`src/rtl/shx_pkg.sv`:
```
// shx_pkg: shared types and helpers for the shx_sipo deserialiser.
// The frame length covers the data bits plus an optional parity bit.
package shx_pkg;

    localparam int SHX_WIDTH_MAX = 32;

    // Wide enough for SHX_WIDTH_MAX data bits plus one parity bit
    typedef logic [$clog2(SHX_WIDTH_MAX + 2)-1:0] frame_len_t;

    function automatic int cnt_w(input int frame);
        return $clog2(frame);
    endfunction

endpackage

```
`src/rtl/shx_bitcnt.sv`:
```
// shx_bitcnt: modulo-FRAME bit counter with EN, SYNC and RST.
// LAST strobes in the cycle that accepts the final bit of a frame.
module shx_bitcnt
    import shx_pkg::*;
#(
    parameter int FRAME = 8,
    parameter int CW    = cnt_w(FRAME)
) (
    input  logic          CLK,
    input  logic          RST,
    input  logic          EN,
    input  logic          SYNC,
    output logic [CW-1:0] CNT,
    output logic          LAST
);

    localparam logic [CW-1:0] CNT_MAX = CW'(FRAME - 1);

    logic [CW-1:0] cnt_q;
    logic [CW-1:0] cnt_d;

    // SYNC restarts framing and cannot complete a frame
    assign LAST = EN && !SYNC && (cnt_q == CNT_MAX);
    assign CNT  = cnt_q;

    // Next count: SYNC restarts, EN advances, LAST wraps
    always_comb begin
        cnt_d = cnt_q;
        if (SYNC) begin
            cnt_d = EN ? CW'(1) : '0;
        end else if (EN) begin
            cnt_d = LAST ? '0 : cnt_q + CW'(1);
        end
    end

    // Counter register with synchronous reset
    always_ff @(posedge CLK) begin
        if (RST) begin
            cnt_q <= '0;
        end else begin
            cnt_q <= cnt_d;
        end
    end

endmodule

```
`src/rtl/shx_sipo.sv`:
```
// shx_sipo: serial-in parallel-out deserialiser with VALID/ACK holding
// register and sticky overrun. SHX_SIPO_PARITY_EN adds even parity/PERR.
module shx_sipo
    import shx_pkg::*;
#(
    parameter int WIDTH     = 8,
    parameter bit MSB_FIRST = 1'b1
) (
    input  logic             CLK,
    input  logic             RST,
    input  logic             EN,
    input  logic             DIN,
    input  logic             SYNC,
    input  logic             ACK,
    input  logic             CLR_OVR,
    output logic             VALID,
    output logic [WIDTH-1:0] DOUT,
    output logic             BUSY,
`ifdef SHX_SIPO_PARITY_EN
    output logic             OVR,
    output logic             PERR
`else
    output logic             OVR
`endif
);

`ifdef SHX_SIPO_PARITY_EN
    localparam int PAR = 1;
`else
    localparam int PAR = 0;
`endif

    localparam frame_len_t FRAME = frame_len_t'(WIDTH + PAR);
    localparam int         CW    = cnt_w(int'(FRAME));

    logic [CW-1:0]    cnt;
    logic             last;
    logic             shift_en;
    logic             accept;
    logic [WIDTH-1:0] sr_shift;
    logic [WIDTH-1:0] word;

    logic [WIDTH-1:0] sr_q;
    logic [WIDTH-1:0] dout_q;
    logic             valid_q;
    logic             ovr_q;

    shx_bitcnt #(
        .FRAME (int'(FRAME)),
        .CW    (CW)
    ) u_bitcnt (
        .CLK  (CLK),
        .RST  (RST),
        .EN   (EN),
        .SYNC (SYNC),
        .CNT  (cnt),
        .LAST (last)
    );

    // Bit-order selection for the shift register
    always_comb begin
        if (MSB_FIRST) begin
            sr_shift = {sr_q[WIDTH-2:0], DIN};
        end else begin
            sr_shift = {DIN, sr_q[WIDTH-1:1]};
        end
    end

`ifdef SHX_SIPO_PARITY_EN
    // Parity bit is consumed by the check, never shifted in
    assign shift_en = EN && !last;
    assign word     = sr_q;
`else
    assign shift_en = EN;
    assign word     = sr_shift;
`endif

    // A completed word may load when the slot is free or being freed
    assign accept = !valid_q || ACK;

    // Shift register; SYNC needs no clearing since stale bits age out
    always_ff @(posedge CLK) begin
        if (RST) begin
            sr_q <= '0;
        end else if (shift_en) begin
            sr_q <= sr_shift;
        end
    end

    // Holding register and VALID handshake
    always_ff @(posedge CLK) begin
        if (RST) begin
            dout_q  <= '0;
            valid_q <= 1'b0;
        end else if (last) begin
            if (accept) begin
                dout_q  <= word;
                valid_q <= 1'b1;
            end
        end else if (ACK) begin
            valid_q <= 1'b0;
        end
    end

    // Sticky overrun: a dropped word beats a simultaneous clear
    always_ff @(posedge CLK) begin
        if (RST) begin
            ovr_q <= 1'b0;
        end else if (last && !accept) begin
            ovr_q <= 1'b1;
        end else if (CLR_OVR) begin
            ovr_q <= 1'b0;
        end
    end

`ifdef SHX_SIPO_PARITY_EN
    logic perr_q;

    // PERR loads together with DOUT and holds on a dropped word
    always_ff @(posedge CLK) begin
        if (RST) begin
            perr_q <= 1'b0;
        end else if (last && accept) begin
            perr_q <= (^sr_q) ^ DIN;
        end
    end

    assign PERR = perr_q;
`endif

    assign VALID = valid_q;
    assign DOUT  = dout_q;
    assign BUSY  = (cnt != '0);
    assign OVR   = ovr_q;

endmodule
```
`config.mk`:
```
export PLATFORM = sky130hd
export DESIGN_NAME = shx_sipo
export DESIGN_NICKNAME = d
export VERILOG_FILES = /design/src/rtl/shx_pkg.sv /design/src/rtl/shx_bitcnt.sv /design/src/rtl/shx_sipo.sv
export SDC_FILE = /design/constraint.sdc
export NUM_CORES = 1
export LEC_CHECK = 0
export ABC_CLOCK_PERIOD_IN_PS = 1400
export CAP_MARGIN = 20
export CORE_UTILIZATION = 43
export CTS_CLUSTER_DIAMETER = 200
export DETAILED_ROUTE_END_ITERATION = 10
export PLACE_DENSITY = 0.74
export REMOVE_ABC_BUFFERS = 1
export SLEW_MARGIN = 30
export SYNTH_ARGS = -nofsm -noshare
export SYNTH_HDL_FRONTEND = slang
export SYNTH_HIERARCHICAL = 1
export SYNTH_SLANG_ARGS = --single-unit
```
`constraint.sdc`:
```
create_clock -name CLK -period 1.4 [get_ports CLK]
set_input_delay 0.28 -clock CLK [delete_from_list [all_inputs] [get_ports CLK]]
set_output_delay 0.28 -clock CLK [all_outputs]
set_load 0.02 [all_outputs]
```
== Word-level counts from Yosys, hierarchy flattened ==
Index checks and enable logic that the tools add are counted.

* Bits in registers: 20
* Input port bits: 7
* Output and inout bits: 11

* $add $sub $neg: 1
* Equality and inequality tests: 2
* Multiplexer cells: 9
* Reductions and logical operators: 13

{| class="wikitable"
|+ Operators with widths
! cell !! number
|-
| $mux 3 || 3
|-
| $mux 1 || 6
|-
| $reduce_bool 2->1 || 3
|-
| $reduce_and 2->1 || 2
|-
| $add 3x1->3 const B || 1
|-
| $eq 3x3->1 const B || 1
|-
| $logic_and 1x1->1 || 3
|-
| $logic_not 1->1 || 3
|-
| $reduce_bool 3->1 || 1
|-
| $ne 2x1->1 const B || 1
|-
| $logic_or 1x1->1 || 1
|}

== Depth between registers and ports, before layout ==
Gate-level depths: netlist of run 1.

* Depth after elaboration: 6
* Depth in mapped cells: 6
* Depth with buffers taken out: 5

== Hierarchy ==
The synthesis of run 1 kept the hierarchy.

{| class="wikitable"
|+ By module, submodules not included
! module !! times used !! cells each !! area an instance (µm²) !! seq. area each (µm²)
|-
| shx_sipo || 1 || 67 || 693.2 || 340.3
|-
| shx_bitcnt || 1 || 15 || 171.4 || 60.1
|}

== Worst setup path after synthesis of run 1 ==
Ideal clock, no wire load.

* Kind: reg2reg
* Start: register u_bitcnt.cnt_q[0] (netlist: u_bitcnt/CNT[0])
* End: register dout_q[0] (netlist: DOUT[0])
* Setup time: 119 ps
* Arrival time: 1264 ps
* Slack: 17 ps
* Cell stages (with the launch flop): 7
* Cell sequence: dfxtp_1 > ha_1 > ha_1 > and3b_2 > nor2b_2 > buf_6 > mux2i_1

* Word-level cells in the longest chain between the ends: 3

{| class="wikitable"
|+ RTL lines
! element !! RTL line !! source
|-
| from (decl) || shx_bitcnt.sv:19 || <nowiki>logic [CW-1:0] cnt_q;</nowiki>
|-
| from (signal assigned) || shx_bitcnt.sv:41 || <nowiki>cnt_q <= cnt_d;</nowiki>
|-
| $eq 3x3->1 || shx_bitcnt.sv:23 || <nowiki>assign LAST = EN && !SYNC && (cnt_q == CNT_MAX);</nowiki>
|-
| $logic_and 1x1->1 || shx_bitcnt.sv:23 ||
|-
| via last || shx_sipo.sv:37 || <nowiki>logic last;</nowiki>
|-
| $reduce_and 2->1 (no source line) || -- ||
|-
| to (signal assigned) || shx_sipo.sv:97 || <nowiki>dout_q <= word;</nowiki>
|-
| to (decl) || shx_sipo.sv:44 || <nowiki>logic [WIDTH-1:0] dout_q;</nowiki>
|}

The timed path passes the listed nets, and every way through them passes these cells.
A chain may end at the register's enable or synchronous reset.

== Worst setup path in the final report of run 1 ==
* Start: register u_bitcnt.cnt_q[0] (netlist: u_bitcnt/CNT[0])
* End: output port BUSY

* Word-level cells in the longest chain between the ends: 1

{| class="wikitable"
|+ RTL lines
! element !! RTL line !! source
|-
| $reduce_bool 3->1 || shx_sipo.sv:133 || <nowiki>assign BUSY = (cnt != '0);</nowiki>
|-
| to (decl) || shx_sipo.sv:18 || <nowiki>output logic BUSY,</nowiki>
|}

No other way between the ends.

==> results of run 1 <==
[registers in the layout, summed over array words and instances (netlist names)]
| signal | flops |
|---|---|
| sr_q | 7 |
| u_bitcnt/CNT | 3 |
| DOUT | 8 |
| VALID | 1 |
| OVR | 1 |
[routing by layer]
layer	track usage [%]	vias to the layer above
li1	-	323
met1	18.66	286
met2	28.89	15
met3	6.154	4
met4	8.571	0
met5	0	-
[layout make-up]
type                    instances  area, sq um
fillers                       155        620.6
multi-input cells              57        465.4
flip-flops and latches         20        402.9
repair buffers                 25        241.5
clock buffers                   4        36.28
well taps                      25        31.28
inverters                       1        3.754
[cells by family (layout without fill, tap and decap cells)]
family,Yosys count,after routing,share of synthesized area (%)
buf+inv,5,30,3.328
compound gates,4,4,3.907
flops,20,20,46.31
simple gates,35,35,25.04
mux,16,16,18.52
fa+ha+maj,2,2,2.894
[power by group through the flow]
stage	Sequential [W]	Clock, W	Combinational [W]
3_3_place_gp	0.000593	0	0.0000833
3_5_place_dp	0.000594	0	0.0000843
5_1_grt	0.000584	0.000370	0.0000925
6_report	0.000582	0.000328	0.0000864
4_1_cts	0.000582	0.000345	0.0000859
2_1_floorplan	0.000592	0	0.0000305
[synth_stat cells]
library cell	count	area share, %
nor2_1	10	4.3
dfxtp_1	20	46
clkbuf_1	1	0.43
mux2i_1	16	19
buf_6	1	1.3
or3_1	1	0.72
nor2b_4	1	1.6
nor4b_2	1	1.7
nand3b_1	1	0.87
nor2b_1	1	0.72
nor3_1	1	0.58
nor2b_2	1	1.0
o21bai_1	1	0.87
nand2b_1	17	12
a211oi_2	1	1.4
ha_1	2	2.9
and3b_2	1	1.2
a31o_1	1	1.0
inv_1	1	0.43
buf_2	2	1.2
a21oi_1	1	0.58
[worst paths after layout]
| path | to | slack (ps) | from |
|---|---|---|---|
| hold / removal | DOUT[4] | 480 | DOUT[4] |
| setup reg to reg | DOUT[6] | -20 | u_bitcnt/CNT[1] |
| setup / recovery | BUSY | -50 | u_bitcnt/CNT[0] |
| hold reg to reg | DOUT[4] | 480 | DOUT[4] |
[metrics by stage]
stage / util, % / hold WS (ps) / worst slack [ps]
2_1_floorplan: - / 344.6 / -86.95
3_3_place_gp: 62.08 / 464.4 / -130.9
3_5_place_dp: 62.08 / 468.6 / -150.4
4_1_cts: 65.97 / 486.5 / -56.61
5_1_grt: 65.56 / 496.7 / -94.49
6_report: 65.56 / 480.7 / -47.51
[worst reg2reg max path, delay by kind of cell, from the launching register on]
kind                     cells  cell delay, ps
multiplexers                 1             110
AND/OR/NAND/NOR              2             320
adder cells (fa/ha/maj)      2             300
flip-flops                   1             340
buffers and inverters        2             250
[repair_timing]
item                                    CTS  global route
pin swaps                                 4             4
endpoints found under the setup margin   19            12
endpoints found under the hold margin     0             0
setup buffers                             3             1
gates resized for setup                  22             0
==> metrics.sh, run 1 <==
OUTCOME='finished, violations left'
VIOLATIONS='setup timing'
PORT-BUFFER-COUNT=17
IR_WORST_VDD_V=0.0006060
SYNTH_SEQUENTIAL_AREA_RATIO_PCT=46.31
SETUP-TNS-FINAL_PS=-146.1
KIND_OF_START_POINT_OF_THE_CRITICAL_PATH='flop'
FP-ROW-COUNT=15
CTS.CLK_SLEW.WORST_PATHS_PS=110
DIE_WIDTH_UM=46.84
SLEW_OF_THE_PIN_WITH_THE_LOWEST_SLEW_MARGIN_PS=214.9
GRT_PASS1_WL_UM=2518
SYNTH-SEQ-CELLS=20
CTSROOTBUFFERMASTER='clkbuf_4'
HPWLAFTERDP_UM=1055
LAYOUT_MIN_CYCLE_TIME_PS=1448
CLOCK-SKEW-FINAL_PS=6.350
SETUP_VIOL=9
ROUTE.LAYER.MET1.WL_UM=684
CELLINTERNALPOWER_W=0.0007844
GP_ROUTABILITY_CONGESTION=0.6942
POST-PLACE-CELLS=127
DESIGN.CORE.AREA_SQ_UM=1802
NUMBER_OF_BUFFERS_INSERTED_DURING_CLOCK_TREE_SYNTHESIS=3
SYNTHESIS.YOSYS.WARNINGS=6
TIMING.CRITICAL_PATH.CELLS='or3_1 -> buf_2'
DIEAREA_SQ_UM=2194
WORST-ENDPOINT-ARRIVAL_PS=1170
FINALWIRELENGTH_UM=1557
RSZ_0062_RAISED_AFTER_GLOBAL_ROUTING='true'
ROUTE.VIAS.TOTAL=628
MIN_DELAY_PATH_DEPTH=2
SETUP_SLACK_PS=-47.51
GLOBAL_ROUTE_TOTAL_OVERFLOW=0
CP-END-KIND='output port'
WORSTSETUPPATHTYPE='flop to output port'
ROUTED.TOP_LAYER='met4'
SWSHARE_PCT=21.32
LAYOUT.CELLS.MOST_COMMON='dfxtp_1'
PWR_DENSITY_CELL_nW_PER_UM2=844.0
DRC=0
NUMBER_OF_GLOBAL_ROUTE_VIAS_BEFORE_REPAIR=611
TIMING_HOLD_VIOLATIONS_FINAL=0
FIRST_ITER_VIOLATIONS=5
CTS_MAX_PATH_BUFFERS=2
PLACED_CELL_AREA_SQ_UM=1119
DIE-HEIGHT_UM=46.84
MET2ROUTEDLENGTH_UM=762
FINALPOWER_W=0.0009969
POWER.SEQUENTIAL.FRACTION_PCT=58.4
POWER_FRAC_CLOCK_PCT=32.9
HTREE_NUM_LEVELS=1
SYNTHCELLS=82
MAXCAPVIOLCOUNT=0
CRITICAL_PATH.TOP_DELAY_FAMILY='flip-flops'
WORST-PATH-MAX-FANOUT=4
AVERAGE_ROUTED_WIRE_PER_STANDARD_CELL_UM=11.80
MET3ROUTEDLENGTH_UM=86
GRT.TOTAL_USAGE_PCT=17.00
CP_PEAK_STAGE_DELAY_PS=360
CTS.HOLD.BUFFERS_ADDED=0
CRITICAL_PATH.N_BUFFERS_INVERTERS=1
TOTAL_SWITCHING_POWER_W=0.0002125
SLEW_VIOLS_FINAL=0
CLOCK_INSERTION_DELAY_WORST_SKEW_PS=300
MIN_PERIOD_OVER_PERIOD_PCT=103.4
FINAL_ANTENNA_NET_COUNT=0
FINAL_CELL_AREA_SQ_UM=1181
STATIC-LEAKAGE-POWER_nW=0.4953
TRITONCTS_CLOCK_TREE='built'
R2R.WORST_PATH.CELLS=7
NETLIST_AREA_SQ_UM=864.6
VIA_CELL_RATIO=4.758
DIODE_INSERTION_COUNT_FOR_ANTENNA_REPAIR=0
LARGEST_NET_DEGREE_AT_THE_START_OF_GLOBAL_ROUTING=30
FINAL-INSTANCE-COUNT-EXCL-FILL=132
NUMBER_OF_ANTENNA_VIOLATIONS_AT_THE_FIRST_CHECK_IN_GLOBAL_ROUTING=0
WORST_EP_REQUIRED_TIME_PS=1120
TIMING.MAX_SLEW.REL_SLACK_PCT=85.73
I_O_PIN_TOTAL=18
FMAX_GHz=0.6908
MOST-COMMON-LAYOUT-CELLS='18 x dfxtp_1, 17 x nand2b_1, 16 x mux2i_1, 10 x nor2_1, 10 x dlygate4sd2_1'
INITIAL_UTILIZATION_PCT=47.99
LAYOUT.NETS=117
MIN_PATH_TYPE='flop to flop'
SYNTHESIS.AREA_PER_INSTANCE_SQ_UM=10.54
CTS.SINK_COUNT=20
CRITPATHSLOWESTCELL='dfxtp_2'
DRT-PASS1-ITER-COUNT=3
CP.DEPTH=2
POST_ROUTE_CELLS_DRIVE_ABOVE_1_SHARE_PCT=20.56
YS_TYPES=21
AREA_GROWTH_SYN_TO_LAYOUT_PCT=36.61
P_COMB_SHARE_PCT=8.7
Note: power is estimated with default switching activity, not from simulation.
==> inputs of run 2 (changes only) <==
- ABC_AREA: default -> 1
- CORE_UTILIZATION: 43 -> 44
- PLACE_DENSITY: 0.74 -> 0.75
- RECOVER_POWER: default -> 25
==> metrics.sh, run 2 <==
MAXCAPVIOLCOUNT=0  # unchanged
DIE-HEIGHT_UM=46.46  # -0.82%
PORT-BUFFER-COUNT=17  # unchanged
SETUP_SLACK_PS=0.2394  # +47.75 ps
GRT.TOTAL_USAGE_PCT=18.16  # +1.2 points
LAYOUT_MIN_CYCLE_TIME_PS=1400  # -47.75 ps
CTS.SINK_COUNT=20  # unchanged
SYNTH_SEQUENTIAL_AREA_RATIO_PCT=46.04  # -0.27 points
FINAL_ANTENNA_NET_COUNT=0  # unchanged
R2R.WORST_PATH.CELLS=8  # +1
SYNTHESIS.YOSYS.WARNINGS=6  # unchanged
ROUTE.VIAS.TOTAL=773  # +23%
FIRST_ITER_VIOLATIONS=13  # +8
PWR_DENSITY_CELL_nW_PER_UM2=990.4  # +17%
CP-END-KIND='output port'
SLEW_VIOLS_FINAL=0  # unchanged
FMAX_GHz=0.7144  # +3.4%
WORSTSETUPPATHTYPE='flop to output port'
DRC=0  # unchanged
AREA_GROWTH_SYN_TO_LAYOUT_PCT=32.81
DIE_WIDTH_UM=46.46  # -0.82%
SYNTHESIS.AREA_PER_INSTANCE_SQ_UM=7.764  # -26%
DRT-PASS1-ITER-COUNT=4  # +1
LARGEST_REG_FLOPS=8  # unchanged
FILL_COUNT=157  # +1.3%
POST-PLACE-CELLS=157  # +24%
CLOCK-SKEW-FINAL_PS=10.33  # +3.977 ps
TOP_POST_SYNTHESIS_CELLS_BY_COUNT='20 x dfxtp_1, 18 x a21oi_1, 18 x nand2_1, 15 x inv_1, 11 x nor2_1'
AVERAGE_ROUTED_WIRE_PER_STANDARD_CELL_UM=10.15  # -14%
LAYOUT.CELLS.MOST_COMMON='dfxtp_1'
TIMING.MAX_SLEW.REL_SLACK_PCT=82.29  # -3.4 points
LARGEST_NET_DEGREE_AT_THE_START_OF_GLOBAL_ROUTING=19  # -37%
FP-ROW-COUNT=15  # unchanged
POST_ROUTE_CELLS_DRIVE_ABOVE_1_SHARE_PCT=21.74  # +1.2 points
CTS_MAX_PATH_BUFFERS=2  # unchanged
DESIGN.CORE.AREA_SQ_UM=1783  # -1.0%
DETAILEDPLACE.WORSTSLACK_PS=-180.4  # -29.99 ps
I_O_PIN_TOTAL=18  # unchanged
MIN_DELAY_PATH_DEPTH=2  # unchanged
WORST-PATH-MAX-FANOUT=2  # -2
STATIC-LEAKAGE-POWER_nW=0.5584  # +13%
KIND_OF_START_POINT_OF_THE_CRITICAL_PATH='flop'
GLOBAL_ROUTE_TOTAL_OVERFLOW=0  # unchanged
SYNTH_FLOP_CELL='dfxtp_1'
TIMING_HOLD_VIOLATIONS_FINAL=0  # unchanged
MIN_PERIOD_OVER_PERIOD_PCT=99.98  # -3.4 points
FINALWIRELENGTH_UM=1654  # +6.2%
DIEAREA_SQ_UM=2158  # -1.6%
INITIAL_UTILIZATION_PCT=48.77  # +0.79 points
CTSROOTBUFFERMASTER='clkbuf_4'
OUTCOME='completed'
SETUP_VIOL=0  # -9
FINAL-INSTANCE-COUNT-EXCL-FILL=163  # +23%
CTS.CLK_SLEW.WORST_PATHS_PS=100  # about the same
RSZ_0062_RAISED_AFTER_GLOBAL_ROUTING='true'
YS_TOP_CELLS_BY_AREA='dfxtp_1 46%, a21oi_1 10%, nand2_1 7.8%'
FF_LATCH_AREA_SQ_UM=401.6  # -0.31%
YS_TYPES=18  # -14%
HTREE_NUM_LEVELS=1  # unchanged
NUMBER_OF_BUFFERS_INSERTED_DURING_CLOCK_TREE_SYNTHESIS=3  # unchanged
SYNTH.MOST_COMMON_CELL='dfxtp_1'
MULTI_INPUT_LOGIC_AREA_SQ_UM=372.9  # -20%
DIODE_INSERTION_COUNT_FOR_ANTENNA_REPAIR=0  # unchanged
TRITONCTS_CLOCK_TREE='built'
GP_ROUTABILITY_CONGESTION=0.8312  # +20%
SLEW_OF_THE_PIN_WITH_THE_LOWEST_SLEW_MARGIN_PS=265.6  # +50.75 ps
NUMBER_OF_ANTENNA_VIOLATIONS_AT_THE_FIRST_CHECK_IN_GLOBAL_ROUTING=0  # unchanged
POST-SYNTH-TOP-AREA-CELL='dfxtp_1'
NUMBER_OF_GLOBAL_ROUTE_VIAS_BEFORE_REPAIR=659  # +7.9%
WORST_EP_REQUIRED_TIME_PS=1120  # about the same
ASYNC_RESET_FF_SHARE_PCT=0  # unchanged
MOST-COMMON-LAYOUT-CELLS='19 x dfxtp_1, 17 x nand2_1, 15 x a21oi_1, 14 x inv_1'
FRACTION_OF_POST_SYNTHESIS_CELL_AREA_IN_THE_TOP_CELL_TYPE_BY_AREA_PCT=46.04  # -0.27 points
IR_WORST_VDD_V=0.0008792  # +45%
SYNTHCELLS=112  # +37%
NETLIST_AREA_SQ_UM=869.6  # +0.58%
HPWLAFTERDP_UM=1184  # +12%
GRT_PASS1_WL_UM=2711  # +7.7%
WORST-ENDPOINT-ARRIVAL_PS=1120  # -50 ps
VIA_CELL_RATIO=4.742  # -0.32%
LAYOUT.NETS=148  # +26%
CLOCK_INSERTION_DELAY_WORST_SKEW_PS=290  # about the same
CTS.HOLD.BUFFERS_ADDED=0  # unchanged
MIN_PATH_TYPE='flop to flop'
SYNTH-SEQ-CELLS=20  # unchanged
SYNTH_ENABLE_FLOP_CELLS=0  # unchanged
## run 2: per-stage QoR
stage / utilization, % / cell area [sq um] / total power (W) / hold WS [ps] / setup TNS [ps]
CTS: 64.07 / 1142 / 0.001156 / 469.0 / -12.61
global route: 64.77 / 1155 / 0.001199 / 491.8 / -60.27
floorplan: - / 810.8 / 0.0006494 / 342.4 / 0
finish: 64.77 / 1155 / 0.001144 / 464.4 / 0
global placement: 60.84 / 1085 / 0.0006977 / 449.2 / -1279
detailed placement: 60.84 / 1085 / 0.0007011 / 460.2 / -1757
## run 2: kinds of logic after synthesis
kind of cell,count (synthesis),share of synthesized area [%]
and+or+nand+nor,42,21.58
DFF,20,46.04
AOI/OAI and AO/OA,26,15.40
adders and majority gates,2,2.877
buffers and inverters,22,14.10
## run 2: cell type report
class | count | area share (%)
flip-flops and latches | 20 | 34.78
repair buffers | 27 | 19.50
clock buffers | 3 | 1.950
clock inverters | 1 | 2.600
well taps | 25 | 2.709
multi-input cells | 70 | 32.29
inverters | 17 | 6.176
## run 2: worst paths after layout
| kind | slack (ps) | to | startpoint |
|---|---|---|---|
| max | 0.2 | BUSY | u_bitcnt/CNT[1] |
| min | 460 | OVR | OVR |
| max reg2reg | 60 | u_bitcnt/CNT[0] | u_bitcnt/CNT[0] |
| min reg2reg | 460 | OVR | OVR |
## run 2: per-layer routing
layer  part of all wire, %  track usage [%]  vias up
li1                      -                -      410
met4                   1.5            8.824        0
met5                     0                0        -
met2                    49            29.17       13
met3                   3.4            4.706        2
met1                    46            22.20      348
## run 2: worst max-delay path, stage by stage, from the launching register on
cell	delay, ps
dfxtp_1	320
or3_1	350
buf_2	160
## run 2: power breakdown
| group | switching [W] | total [W] | internal [W] |
|---|---|---|---|
| sequential | 0.00000687 | 0.000592 | 0.000585 |
| combinational | 0.0000517 | 0.0000942 | 0.0000425 |
| clock | 0.000169 | 0.000458 | 0.000289 |
## run 2: what timing repair did
item,in CTS,in global routing
gates resized for setup,18,11
setup endpoints to repair,19,12
buffers inserted,2,1
pin swaps,1,2
==> inputs of run 3 (changes only) <==
- GPL_TIMING_DRIVEN: default -> 0
==> metrics.sh, run 3 (synthesized netlist as in run 2, its figures left out) <==
LAYOUT.CELLS.MOST_COMMON='dfxtp_1'
PLACED_CELL_AREA_SQ_UM=1012  # -6.7%
DIEAREA_SQ_UM=2158  # unchanged
MIN_PERIOD_OVER_PERIOD_PCT=109.1  # +9.1 points
NUMBER_OF_GLOBAL_ROUTE_VIAS_BEFORE_REPAIR=675  # +2.4%
MOST-COMMON-LAYOUT-CELLS='18 x dfxtp_1, 17 x nand2_1, 14 x inv_1, 11 x nor2_1'
FINAL_LAYOUT_WORST_HOLD_SLACK_PS=470.5  # +6.070 ps
WORST_EP_REQUIRED_TIME_PS=1120  # about the same
SETUP_VIOL=11  # +11
SWSHARE_PCT=23.77  # +3.9 points
INITIAL_UTILIZATION_PCT=48.77  # unchanged
FP-ROW-COUNT=15  # unchanged
TIMING.MAX_SLEW.REL_SLACK_PCT=64.43  # -18 points
FINALWIRELENGTH_UM=1873  # +13%
CTS.HOLD.BUFFERS_ADDED=0  # unchanged
MET2_TRACK_DEMAND_OVER_RESOURCE_IN_GLOBAL_ROUTING_PCT=31.11  # +1.9 points
WORSTSETUPPATHTYPE='flop to output port'
HTREE_NUM_LEVELS=1  # unchanged
LAYOUT_MIN_CYCLE_TIME_PS=1527  # +127.5 ps
SLEW_VIOLS_FINAL=0  # unchanged
FILL_COUNT=138  # -12%
CP-END-KIND='output port'
LARGEST_NET_DEGREE_AT_THE_START_OF_GLOBAL_ROUTING=18  # -1
WORST-ENDPOINT-ARRIVAL_PS=1250  # +130 ps
FINAL_CORE_UTIL_PCT=67.58  # +2.8 points
GLOBAL_ROUTE_TOTAL_OVERFLOW=0  # unchanged
MIN_PATH_TYPE='flop to flop'
TRITONCTS_CLOCK_TREE='built'
TIMING_HOLD_VIOLATIONS_FINAL=0  # unchanged
CTS_MAX_PATH_BUFFERS=2  # unchanged
CTSROOTBUFFERMASTER='clkbuf_4'
HPWLAFTERDP_UM=1023  # -14%
CELLINTERNALPOWER_W=0.0007899  # -14%
DRT-PASS1-ITER-COUNT=4  # unchanged
PWR_DENSITY_CELL_nW_PER_UM2=860.0  # -13%
DIE_WIDTH_UM=46.46  # unchanged
DIE-HEIGHT_UM=46.46  # unchanged
WORST-PATH-MAX-FANOUT=2  # unchanged
SETUP_SLACK_PS=-127.3  # -127.5 ps
FINAL-INSTANCE-COUNT-EXCL-FILL=159  # -2.5%
AVERAGE_ROUTED_WIRE_PER_STANDARD_CELL_UM=11.78  # +16%
OUTCOME='finished, violations left'
VIA_CELL_RATIO=5.044  # +6.4%
P_COMB_SHARE_PCT=9.8  # +1.6 points
AREA_GROWTH_SYN_TO_LAYOUT_PCT=38.56
PORT-BUFFER-COUNT=17  # unchanged
DRC=0  # unchanged
LARGEST_REG_FLOPS=8  # unchanged
DETAILEDPLACE.WORSTSLACK_PS=-789.1  # -608.7 ps
MET3_RESOURCE_USE_GR_PCT=5.490  # +0.78 points
GP_ROUTABILITY_CONGESTION=0.7484  # -10%
FINAL_CELL_AREA_SQ_UM=1205  # +4.3%
CTS.CLK_SLEW.WORST_PATHS_PS=110  # about the same
DESIGN.CORE.AREA_SQ_UM=1783  # unchanged
VIOLATIONS='setup timing'
FMAX_GHz=0.6548  # -8.3%
CLOCK_INSERTION_DELAY_WORST_SKEW_PS=300  # about the same
NUMBER_OF_BUFFERS_INSERTED_DURING_CLOCK_TREE_SYNTHESIS=3  # unchanged
CTS.SINK_COUNT=20  # unchanged
CLOCK-SKEW-FINAL_PS=3.238  # -7.090 ps
GLOBALROUTE.BUSIESTLAYER='met2'
SLEW_OF_THE_PIN_WITH_THE_LOWEST_SLEW_MARGIN_PS=533.6  # +268.0 ps
POST_ROUTE_CELLS_DRIVE_ABOVE_1_SHARE_PCT=26.12  # +4.4 points
IR_WORST_VDD_V=0.0006048  # -31%
LAYOUT.NETS=144  # -2.7%
DIODE_INSERTION_COUNT_FOR_ANTENNA_REPAIR=0  # unchanged
FIRST_ITER_VIOLATIONS=25  # +12
GR-USAGE-MET1_PCT=25.18  # +3.0 points
POWER.SEQUENTIAL.FRACTION_PCT=57.3  # +5.5 points
RSZ_0062_RAISED_AFTER_GLOBAL_ROUTING='true'
POWER_FRAC_CLOCK_PCT=32.9  # -7.1 points
STATIC-LEAKAGE-POWER_nW=0.5439  # -2.6%
TOTAL_SWITCHING_POWER_W=0.0002464  # +8.5%
GRT.TOTAL_USAGE_PCT=20.45  # +2.3 points
GRT_PASS1_WL_UM=2994  # +10%
NUMBER_OF_ANTENNA_VIOLATIONS_AT_THE_FIRST_CHECK_IN_GLOBAL_ROUTING=0  # unchanged
I_O_PIN_TOTAL=18  # unchanged
POST-PLACE-CELLS=149  # -5.1%
ROUTE.VIAS.TOTAL=802  # +3.8%
FINAL_ANTENNA_NET_COUNT=0  # unchanged
KIND_OF_START_POINT_OF_THE_CRITICAL_PATH='flop'
MAXCAPVIOLCOUNT=0  # unchanged
-- run 3: cell types whose count changed in the layout (fill, tap and decap cells not counted), moves of 2 or more --
cell | previous run | this run
a21oi_1 | 15 | 10
buf_6 | 0 | 2
ha_4 | 0 | 2
ha_2 | 2 | 0
nand3_1 | 9 | 6
nand3_2 | 1 | 4
buf_4 | 9 | 3
a21oi_2 | 4 | 9
-- run 3: critical path: stages (launching register included) --
cell and delay (ps):
dfxtp_2 350, buf_6 110, or3_4 350, buf_6 140
-- run 3: power groups by stage --
stage / Combinational [W] / Sequential, W / Clock [W]
2_1_floorplan: 0.0000457 / 0.000604 / 0
3_3_place_gp: 0.0000809 / 0.000605 / 0
3_5_place_dp: 0.0000833 / 0.000605 / 0
4_1_cts: 0.0000960 / 0.000592 / 0.000344
5_1_grt: 0.000112 / 0.000595 / 0.000372
6_report: 0.000102 / 0.000594 / 0.000341
-- run 3: final timing paths --
kind / from / end / slack (ps) / cells past startpoint
hold reg to reg: OVR / OVR / 470 / 2
hold / removal: OVR / OVR / 470 / 2
setup / recovery: u_bitcnt/CNT[0] / BUSY / -130 / 3
setup reg to reg: u_bitcnt/CNT[0] / DOUT[4] / -70 / 8
-- run 3: cell type report --
type | count | area [sq um] | area share, %
Multi-Input combinational cell | 70 | 429.2 | 35.62
Sequential cell | 20 | 402.9 | 33.44
Timing Repair Buffer | 23 | 237.7 | 19.73
Inverter | 17 | 67.56 | 5.607
Clock buffer | 4 | 36.28 | 3.011
Tap cell | 25 | 31.28 | 2.596
-- run 3: per-stage QoR --
stage / TNS (ps) / total power, W
global route: -1329 / 0.001080
global placement: -7581 / 0.0006859
floorplan: 0 / 0.0006494
detailed placement: -8456 / 0.0006886
finish: -624.2 / 0.001036
CTS: -543.2 / 0.001032
-- run 3: what timing repair did --
item,in CTS,in global routing
buffers inserted,5,0
resized for setup,35,7
pin swaps,2,3
gates cloned,1,0
setup endpoints to repair,21,11
-- run 3: metal layers --
layer  share of wire, %  up-vias
li1                   -      400
met1                 44      373
met2                 51       26
met3                3.8        3
met4                1.1        0
met5                  0        -
